==> src/rtl/mem_port_arbiter_pkg.sv <==
// Shared types and default sizes for the IF/D memory port arbiter.
package mem_port_arbiter_pkg;

    localparam int unsigned MPA_DATA_WIDTH   = 32;
    localparam int unsigned MPA_ADDR_WIDTH   = 32;
    localparam int unsigned MPA_STARVE_LIMIT = 4;

    typedef enum logic [1:0] {
        ST_IDLE  = 2'd0,
        ST_ISSUE = 2'd1,
        ST_WAIT  = 2'd2
    } mpa_state_e;

    typedef enum logic {
        OWN_IF = 1'b0,
        OWN_D  = 1'b1
    } mpa_owner_e;

endpackage

==> src/rtl/mpa_prio_pick.sv <==
// Winner select between fetch and data requesters, with the fetch anti-starvation counter.
module mpa_prio_pick
    import mem_port_arbiter_pkg::*;
#(
    parameter int unsigned STARVE_LIMIT = MPA_STARVE_LIMIT
) (
    input  logic clk,
    input  logic reset,
    input  logic if_valid,
    input  logic d_valid,
    input  logic take,
    output logic grant_d
);

    localparam int unsigned CW = $clog2(STARVE_LIMIT + 1);

    logic [CW-1:0] starve_cnt;
    logic          starved;

    assign starved = (starve_cnt == CW'(STARVE_LIMIT));
    assign grant_d = d_valid && !(if_valid && starved);

    // Counts fetch losses; cleared whenever fetch is granted.
    always_ff @(posedge clk or negedge reset) begin
        if (!reset) begin
            starve_cnt <= '0;
        end else if (take && if_valid) begin
            if (!grant_d)
                starve_cnt <= '0;
            else if (!starved)
                starve_cnt <= starve_cnt + CW'(1);
        end
    end

endmodule

==> src/rtl/mem_port_arbiter.sv <==
// Shares one single-port memory between fetch (IF) and load/store (D), one transaction at a time.
module mem_port_arbiter
    import mem_port_arbiter_pkg::*;
#(
    parameter int unsigned DATA_WIDTH   = MPA_DATA_WIDTH,
    parameter int unsigned ADDR_WIDTH   = MPA_ADDR_WIDTH,
    parameter int unsigned STARVE_LIMIT = MPA_STARVE_LIMIT
) (
    input  logic                    clk,
    input  logic                    reset,
    input  logic                    if_req_valid,
    input  logic [ADDR_WIDTH-1:0]   if_req_addr,
    output logic                    if_req_ready,
    output logic                    if_rsp_valid,
    output logic [DATA_WIDTH-1:0]   if_rsp_rdata,
    input  logic                    d_req_valid,
    input  logic                    d_req_we,
    input  logic [ADDR_WIDTH-1:0]   d_req_addr,
    input  logic [DATA_WIDTH-1:0]   d_req_wdata,
    input  logic [DATA_WIDTH/8-1:0] d_req_wstrb,
    output logic                    d_req_ready,
    output logic                    d_rsp_valid,
    output logic [DATA_WIDTH-1:0]   d_rsp_rdata,
    output logic                    m_req_valid,
    input  logic                    m_req_ready,
    output logic                    m_req_we,
    output logic [ADDR_WIDTH-1:0]   m_req_addr,
    output logic [DATA_WIDTH-1:0]   m_req_wdata,
    output logic [DATA_WIDTH/8-1:0] m_req_wstrb,
    input  logic                    m_rsp_valid,
    input  logic [DATA_WIDTH-1:0]   m_rsp_rdata,
    output logic                    busy,
    output logic                    protocol_err
);

    localparam int unsigned STRB_WIDTH = DATA_WIDTH / 8;

    mpa_state_e              state, state_nxt;
    mpa_owner_e              owner;
    logic                    cmd_we;
    logic [ADDR_WIDTH-1:0]   cmd_addr;
    logic [DATA_WIDTH-1:0]   cmd_wdata;
    logic [STRB_WIDTH-1:0]   cmd_wstrb;
    logic                    grant_d;
    logic                    take;

    // Arbitration is suppressed while reset is held so no ready leaks out.
    assign take = reset && (state == ST_IDLE) && (if_req_valid || d_req_valid);

    mpa_prio_pick #(
        .STARVE_LIMIT (STARVE_LIMIT)
    ) u_pick (
        .clk      (clk),
        .reset    (reset),
        .if_valid (if_req_valid),
        .d_valid  (d_req_valid),
        .take     (take),
        .grant_d  (grant_d)
    );

    always_ff @(posedge clk or negedge reset) begin
        if (!reset)
            state <= ST_IDLE;
        else
            state <= state_nxt;
    end

    always_comb begin
        state_nxt = state;
        case (state)
            ST_IDLE:  if (take)        state_nxt = ST_ISSUE;
            ST_ISSUE: if (m_req_ready) state_nxt = ST_WAIT;
            ST_WAIT:  if (m_rsp_valid) state_nxt = ST_IDLE;
            default:                   state_nxt = ST_IDLE;
        endcase
    end

    // Command is captured once at acceptance and ignores later requester activity.
    always_ff @(posedge clk or negedge reset) begin
        if (!reset) begin
            owner     <= OWN_IF;
            cmd_we    <= 1'b0;
            cmd_addr  <= '0;
            cmd_wdata <= '0;
            cmd_wstrb <= '0;
        end else if (take) begin
            if (grant_d) begin
                owner     <= OWN_D;
                cmd_we    <= d_req_we;
                cmd_addr  <= d_req_addr;
                cmd_wdata <= d_req_wdata;
                cmd_wstrb <= d_req_wstrb;
            end else begin
                owner     <= OWN_IF;
                cmd_we    <= 1'b0;
                cmd_addr  <= if_req_addr;
                cmd_wdata <= '0;
                cmd_wstrb <= '0;
            end
        end
    end

    always_ff @(posedge clk or negedge reset) begin
        if (!reset)
            protocol_err <= 1'b0;
        else if (m_rsp_valid && (state != ST_WAIT))
            protocol_err <= 1'b1;
    end

    always_comb begin
        if_req_ready = 1'b0;
        d_req_ready  = 1'b0;
        if_rsp_valid = 1'b0;
        if_rsp_rdata = '0;
        d_rsp_valid  = 1'b0;
        d_rsp_rdata  = '0;
        m_req_valid  = 1'b0;
        m_req_we     = 1'b0;
        m_req_addr   = '0;
        m_req_wdata  = '0;
        m_req_wstrb  = '0;
        busy         = (state != ST_IDLE);
        case (state)
            ST_IDLE: begin
                if (reset) begin
                    d_req_ready  = grant_d;
                    if_req_ready = if_req_valid && !grant_d;
                end
            end
            ST_ISSUE: begin
                m_req_valid = 1'b1;
                m_req_we    = cmd_we;
                m_req_addr  = cmd_addr;
                m_req_wdata = cmd_wdata;
                m_req_wstrb = cmd_wstrb;
            end
            ST_WAIT: begin
                if (m_rsp_valid) begin
                    if (owner == OWN_D) begin
                        d_rsp_valid = 1'b1;
                        d_rsp_rdata = cmd_we ? '0 : m_rsp_rdata;
                    end else begin
                        if_rsp_valid = 1'b1;
                        if_rsp_rdata = m_rsp_rdata;
                    end
                end
            end
            default: ;
        endcase
    end

endmodule

==> config.mk <==
export PLATFORM = sky130hd
export DESIGN_NAME = mem_port_arbiter
export DESIGN_NICKNAME = d
export VERILOG_FILES = /design/src/rtl/mem_port_arbiter_pkg.sv /design/src/rtl/mpa_prio_pick.sv /design/src/rtl/mem_port_arbiter.sv
export SDC_FILE = /design/constraint.sdc
export NUM_CORES = 1
export LEC_CHECK = 0
export CORE_AREA = 2 2 107 109
export CTS_BUF_LIST = sky130_fd_sc_hd__clkbuf_2
export CTS_CLUSTER_DIAMETER = 100
export DETAILED_ROUTE_END_ITERATION = 8
export DIE_AREA = 0 0 109 111
export PLACE_DENSITY = 0.92
export SLEW_MARGIN = 25
export SYNTH_ARGS = -nofsm -noshare
export SYNTH_HDL_FRONTEND = slang
export SYNTH_SLANG_ARGS = --single-unit
==> constraint.sdc <==
create_clock -name clk -period 2.9 [get_ports clk]
set_clock_uncertainty 0.15 [all_clocks]
set_input_delay 0.29 -clock clk [delete_from_list [all_inputs] [get_ports clk]]
set_output_delay 0.29 -clock clk [all_outputs]
set_load 0.01 [all_outputs]
==> Word-level counts from Yosys, hierarchy flattened <==
Cells that the tools add are included.
{ "totals": {"mem_count": 0, "latch_bits": 0, "word_cells": 64, "out_inout_bits": 140, "rom_bits": 0, "ram_bits": 0, "inputBits": 139, "ff_bits": 76} }
{ "classes": {"reduce_logical": 14, "eq_ne": 8, "magnitude_cmp": 0, "muxes": 33, "multipliers": 0, "bitwise_logic": 0, "n_addsub": 1, "n_shift": 0, "div_mod_pow": 0} }
{ "op_table": {"columns": ["cell", "count"], "rows": [
  ["32-bit 2-to-1 mux", 11],
  ["1-bit 2-to-1 mux", 14],
  ["4-bit 2-to-1 mux", 2],
  ["2-bit != test, second input constant", 4],
  ["1-bit logical AND", 7],
  ["2-bit 2-to-1 mux", 3],
  ["3-bit 2-to-1 mux", 2],
  ["2-bit one-hot mux with 3 select lines", 1],
  ["3-bit by 1-bit adder with 3-bit output, second input constant", 1],
  ["3-bit equality test, second input constant", 1],
  ["3-bit AND reduction", 1],
  ["2-bit by 1-bit equality test with 1-bit output, second input constant", 1],
  ["2-bit equality test, second input constant", 1],
  ["1-bit logical NOT", 2],
  ["2-bit logical NOT", 1],
  ["2-bit by 1-bit != test with 1-bit output, second input constant", 1],
  ["2-bit AND reduction", 1],
  ["2-bit nonzero test", 1],
  ["1-bit logical OR", 1]
]} }

==> Longest topological paths before layout <==
{ "depth": {"depth_word": 8, "depth_mapped": 7, "mapped_depth_nobuf": 5} }

==> Hierarchy <==
A second synthesis with hierarchy kept.
{ "unflattened": {"cells_unflattened": 451, "area_unflattened_um2": 4677.0} }
{ "modules_own_cells": {"columns": ["mod", "instances", "area_per_inst_um2", "seq_area_each_um2", "cells_each"], "rows": [
  ["mem_port_arbiter", 1, 4494.3, 1826.8, 430],
  ["mpa_prio_pick", 1, 182.7, 75.1, 21]
]} }

==> Worst setup path before layout <==
Ideal clock, no wire load.
{ "synth_timing": {"path_kind": "flip-flop to output port", "startpoint": "register state[0]", "endpoint": "output d_rsp_rdata[0]", "path_stages_with_launch": 5, "t_required_ns": 2.460, "arrival_time_ns": 1.303, "n_path_buf": 1, "slack_ns": 1.157, "path_cell_list": "dfrtp_1 and4b_1 and2b_1 clkbuf_1 and2_1"} }
{ "synth_between": {"elab_chain_len": 2} }
{ "synth_rtl": {"columns": ["item", "line", "text"], "rows": [
  ["start: declaration", "mem_port_arbiter.sv:38", "mpa_state_e state, state_nxt;"],
  ["start signal: assignment", "mem_port_arbiter.sv:65", "state <= state_nxt;"],
  ["2-bit equality test", "mem_port_arbiter.sv:123", "case (state)"],
  ["32-bit 2-to-1 mux", "mem_port_arbiter.sv:123", null],
  ["end: declaration", "mem_port_arbiter.sv:23", "output logic [DATA_WIDTH-1:0] d_rsp_rdata,"]
]} }
No other way between the ends.

==> Worst setup path in the final report <==
{ "layout_timing": {"startpoint": "register state[0]", "endpoint": "output if_rsp_rdata[14]"} }
{ "layout_between": {"elab_chain_len": 2} }
{ "layout_rtl": {"columns": ["item", "line", "text"], "rows": [
  ["2-bit equality test", "mem_port_arbiter.sv:123", null],
  ["32-bit 2-to-1 mux", "mem_port_arbiter.sv:123", null],
  ["end: declaration", "mem_port_arbiter.sv:15", "output logic [DATA_WIDTH-1:0] if_rsp_rdata,"]
]} }
No other way between the ends.

==> metrics.md <==
| Metric | Value |
|---|---|
| WL/cell | 17.4 um |
| VDD IR max | 0.375 mV |
| Leak pwr | 0.00316 uW |
| Routed Wire Length | 15000 um |
| Max Cap Violations | 0 |
| Commonest non-fill, non-tap cell in the layout | clkdlybuf4s50_1 |
| Area contributors post-synth | dfrtp_1 45%, and2_1 20%, a22o_1 7.6%, a21oi_1 3.9%, nand3_1 3.9% |
| Mapped Nets | 596 |
| Hold Fails Final Rpt | 0 |
| Design area | 7320 um^2 |
| Slew Limit Fails | 0 |
| Vias | 4541 |
| Most frequent cells in the layout | 266 x clkdlybuf4s50_1, 134 x and2_1, 74 x dfrtp_1 |
| FF/Latch Area | 1900 um^2 |
| Final TNS setup | 0 ps |
| Library cells used by synthesis | 30 |
| Fin crit period | 2770 ps |
| Worst-Skew Late Latency | 500 ps |
| Die height | 111 um |
| Placement Setup Slack | 318 ps |
| Cell area after synthesis | 4270 um^2 |
| Num CTS Buffers | 9 |
| CP required | 2460 ps |
| Arrival time worst endpoint | 2330 ps |
| Vias in the first global route | 4619 |
| ANT cells | 0 |
| Syn_area_per_cell | 9.38 um^2 |
| CTS clk-pin slew, worst paths | 230 ps |
| Iteration-0 DRC Markers | 365 |
| Root Driver | clkbuf_2 |
| Grt ovf | 0 |
| Largest net degree at the start of global routing | 65 |
| Clk buf depth | 2 |
| Vias per cell | 5.26 |
| Detailed Place HPWL | 11300 um |
| Dpl cell area | 7120 um^2 |
| Number of remaining DRC errors | 0 |
| Boundary Pins | 279 |
| Final period util | 0.957 |
| Critical-path top delay cell | clkdlybuf4s50_1 |
| Antenna violations before repair | 3 |
| Area leader, netlist | dfrtp_1 |
| CTS tree | done |
| Die area | 12100 um^2 |
| Final setup fails | 0 |
| Initial Utilization | 0.385 |
| Crit Path Max Fanout | 33 |
| DRT antenna net count | 0 |
| Pre-antenna DRT Iters | 5 |
| Routability cong. | 0.876 |
| Synthesized flop and latch total | 76 |
| Fill cell count | 851 |
| Pwr Density | 672 nW/um^2 |
| Final nets | 856 |
| CTS H-tree depth | 3 |
| Slowest stage delay, CP | 550 ps |
| Crit path capture type | output pin |
| Rel. slew slack | 0.431 |
| Hold slack | 49.6 ps |
| Synthesized instance count | 455 |
| Min-Delay Path Class | input port to asynchronous set/reset pin |
| Fmax | 360 MHz |
| First-pass GRT wire length | 23500 um |
| Worst Setup Start Kind | flop |
| Synth warn | 0 |
| Sequential share of the synthesized area | 0.446 |
| RSZ-0062 raised after global routing | false |
| Total track usage | 0.245 |
| Clock Sinks | 76 |
| Worst Max-Slew Pin Slew | 853 ps |
| Syn-to-layout area delta | 71.6% |
| FP Rows | 39 |
| Core area | 11100 um^2 |
| Worst-case reg-to-reg path depth | 6 |
| Chip width | 109 um |
| Run status | finished, final reports clean |
| Setup WS post-layout | 126 ps |
| Layout cells sized above 1 | 0.0681 |
| Multi-input gate area | 2150 um^2 |
| Fin util | 0.661 |
| CP Cell Sequence | nand2b_1 > nor3b_2 > buf_6 > and2_1 > clkdlybuf4s50_1 |
| Share of the synthesized area in the top cell type | 0.446 |
| Port bufs | 278 |
| Critical path class | flop to output pin |
[sequential cells by signal, indices dropped and copies added, names as in the netlist]
| name | count |
|---|---|
| cmd_addr | 32 |
| cmd_wdata | 32 |
| cmd_wstrb | 4 |
| u_pick.starve_cnt | 3 |
| state | 2 |
| cmd_we | 1 |
| owner | 1 |
| protocol_err | 1 |
[cell type report]
class                           count  area share
Sequential cell                    76       0.260
Tap cell                          143      0.0244
Clock inverter                      7      0.0113
Inverter                            3     0.00154
Timing Repair Buffer              295       0.403
Clock buffer                        9     0.00615
Multi-Input combinational cell    330       0.293
[kinds of logic (layout without fill, tap and decap cells)]
logic type | count (synthesis) | in the layout | share of synthesized area
flops | 76 | 76 | 0.446
fa+ha+maj | 2 | 2 | 0.00586
buf+inv | 49 | 314 | 0.0548
compound gates | 141 | 141 | 0.224
simple gates | 187 | 187 | 0.270
[worst max-delay path, delay by kind of cell, from the launching register on]
kind | cells | cell delay, ps
flip-flops | 1 | 480
buffers and inverters | 2 | 790
AND/OR/NAND/NOR | 3 | 560
[power breakdown]
part	internal, uW	switching [uW]	total (uW)
Sequential	1550	275	1830
Combinational	1390	1100	2480
Clock	212	401	614
[per-layer routing]
layer	routed length, um	vias up	part of all wire	track usage
met5	40	-	0.0027	0
met3	1270	45	0.085	0.0664
li1	-	2120	-	-
met2	7440	222	0.49	0.422
met1	5870	2148	0.39	0.297
met4	417	6	0.028	0.0726
[repair_timing]
item	CTS	global route
endpoints found under the hold margin	76	0
buffers inserted	0	2
resized for setup	3	15
setup endpoints to repair	32	66
hold buffers	1	0
[final timing paths]
kind,startpoint,end,slack (ps)
min,reset,state[1],50
max in group asynchronous,reset,cmd_addr[10],1520
min in group clk,if_req_addr[2],cmd_addr[2],190
max reg2reg,state[1],cmd_addr[6],720
min reg2reg,cmd_wstrb[3],cmd_wstrb[3],370
max,state[0],if_rsp_rdata[14],130
[per-stage QoR]
stage          total power (uW)  std cells
5_1_grt                    5270        863
2_1_floorplan              3070        455
3_3_place_gp               4220        844
3_5_place_dp               4310        844
6_report                   4920        863
4_1_cts                    4940        861
[cells in the mapped netlist]
cell type and count:
and4b_1 1, inv_1 3, ha_1 2, dfrtp_1 76, nand2b_1 2, buf_2 7, nand4_1 1, nand4bb_1 1
or2_1 2, nor3b_1 1, a22o_1 37, a21o_1 3, a31oi_1 22, a21oi_1 33, nor3b_2 1, and2_1 134
a31oi_2 10, o21ai_1 4, nor3b_4 1, nor2b_1 1, nand3_1 33, clkbuf_1 33, buf_6 5, and2b_1 1
nor4_1 1, buf_4 1, nand2_1 4, o21ai_0 32, and3_1 2, nand3_2 1
Note: power is estimated with default switching activity, not from simulation.
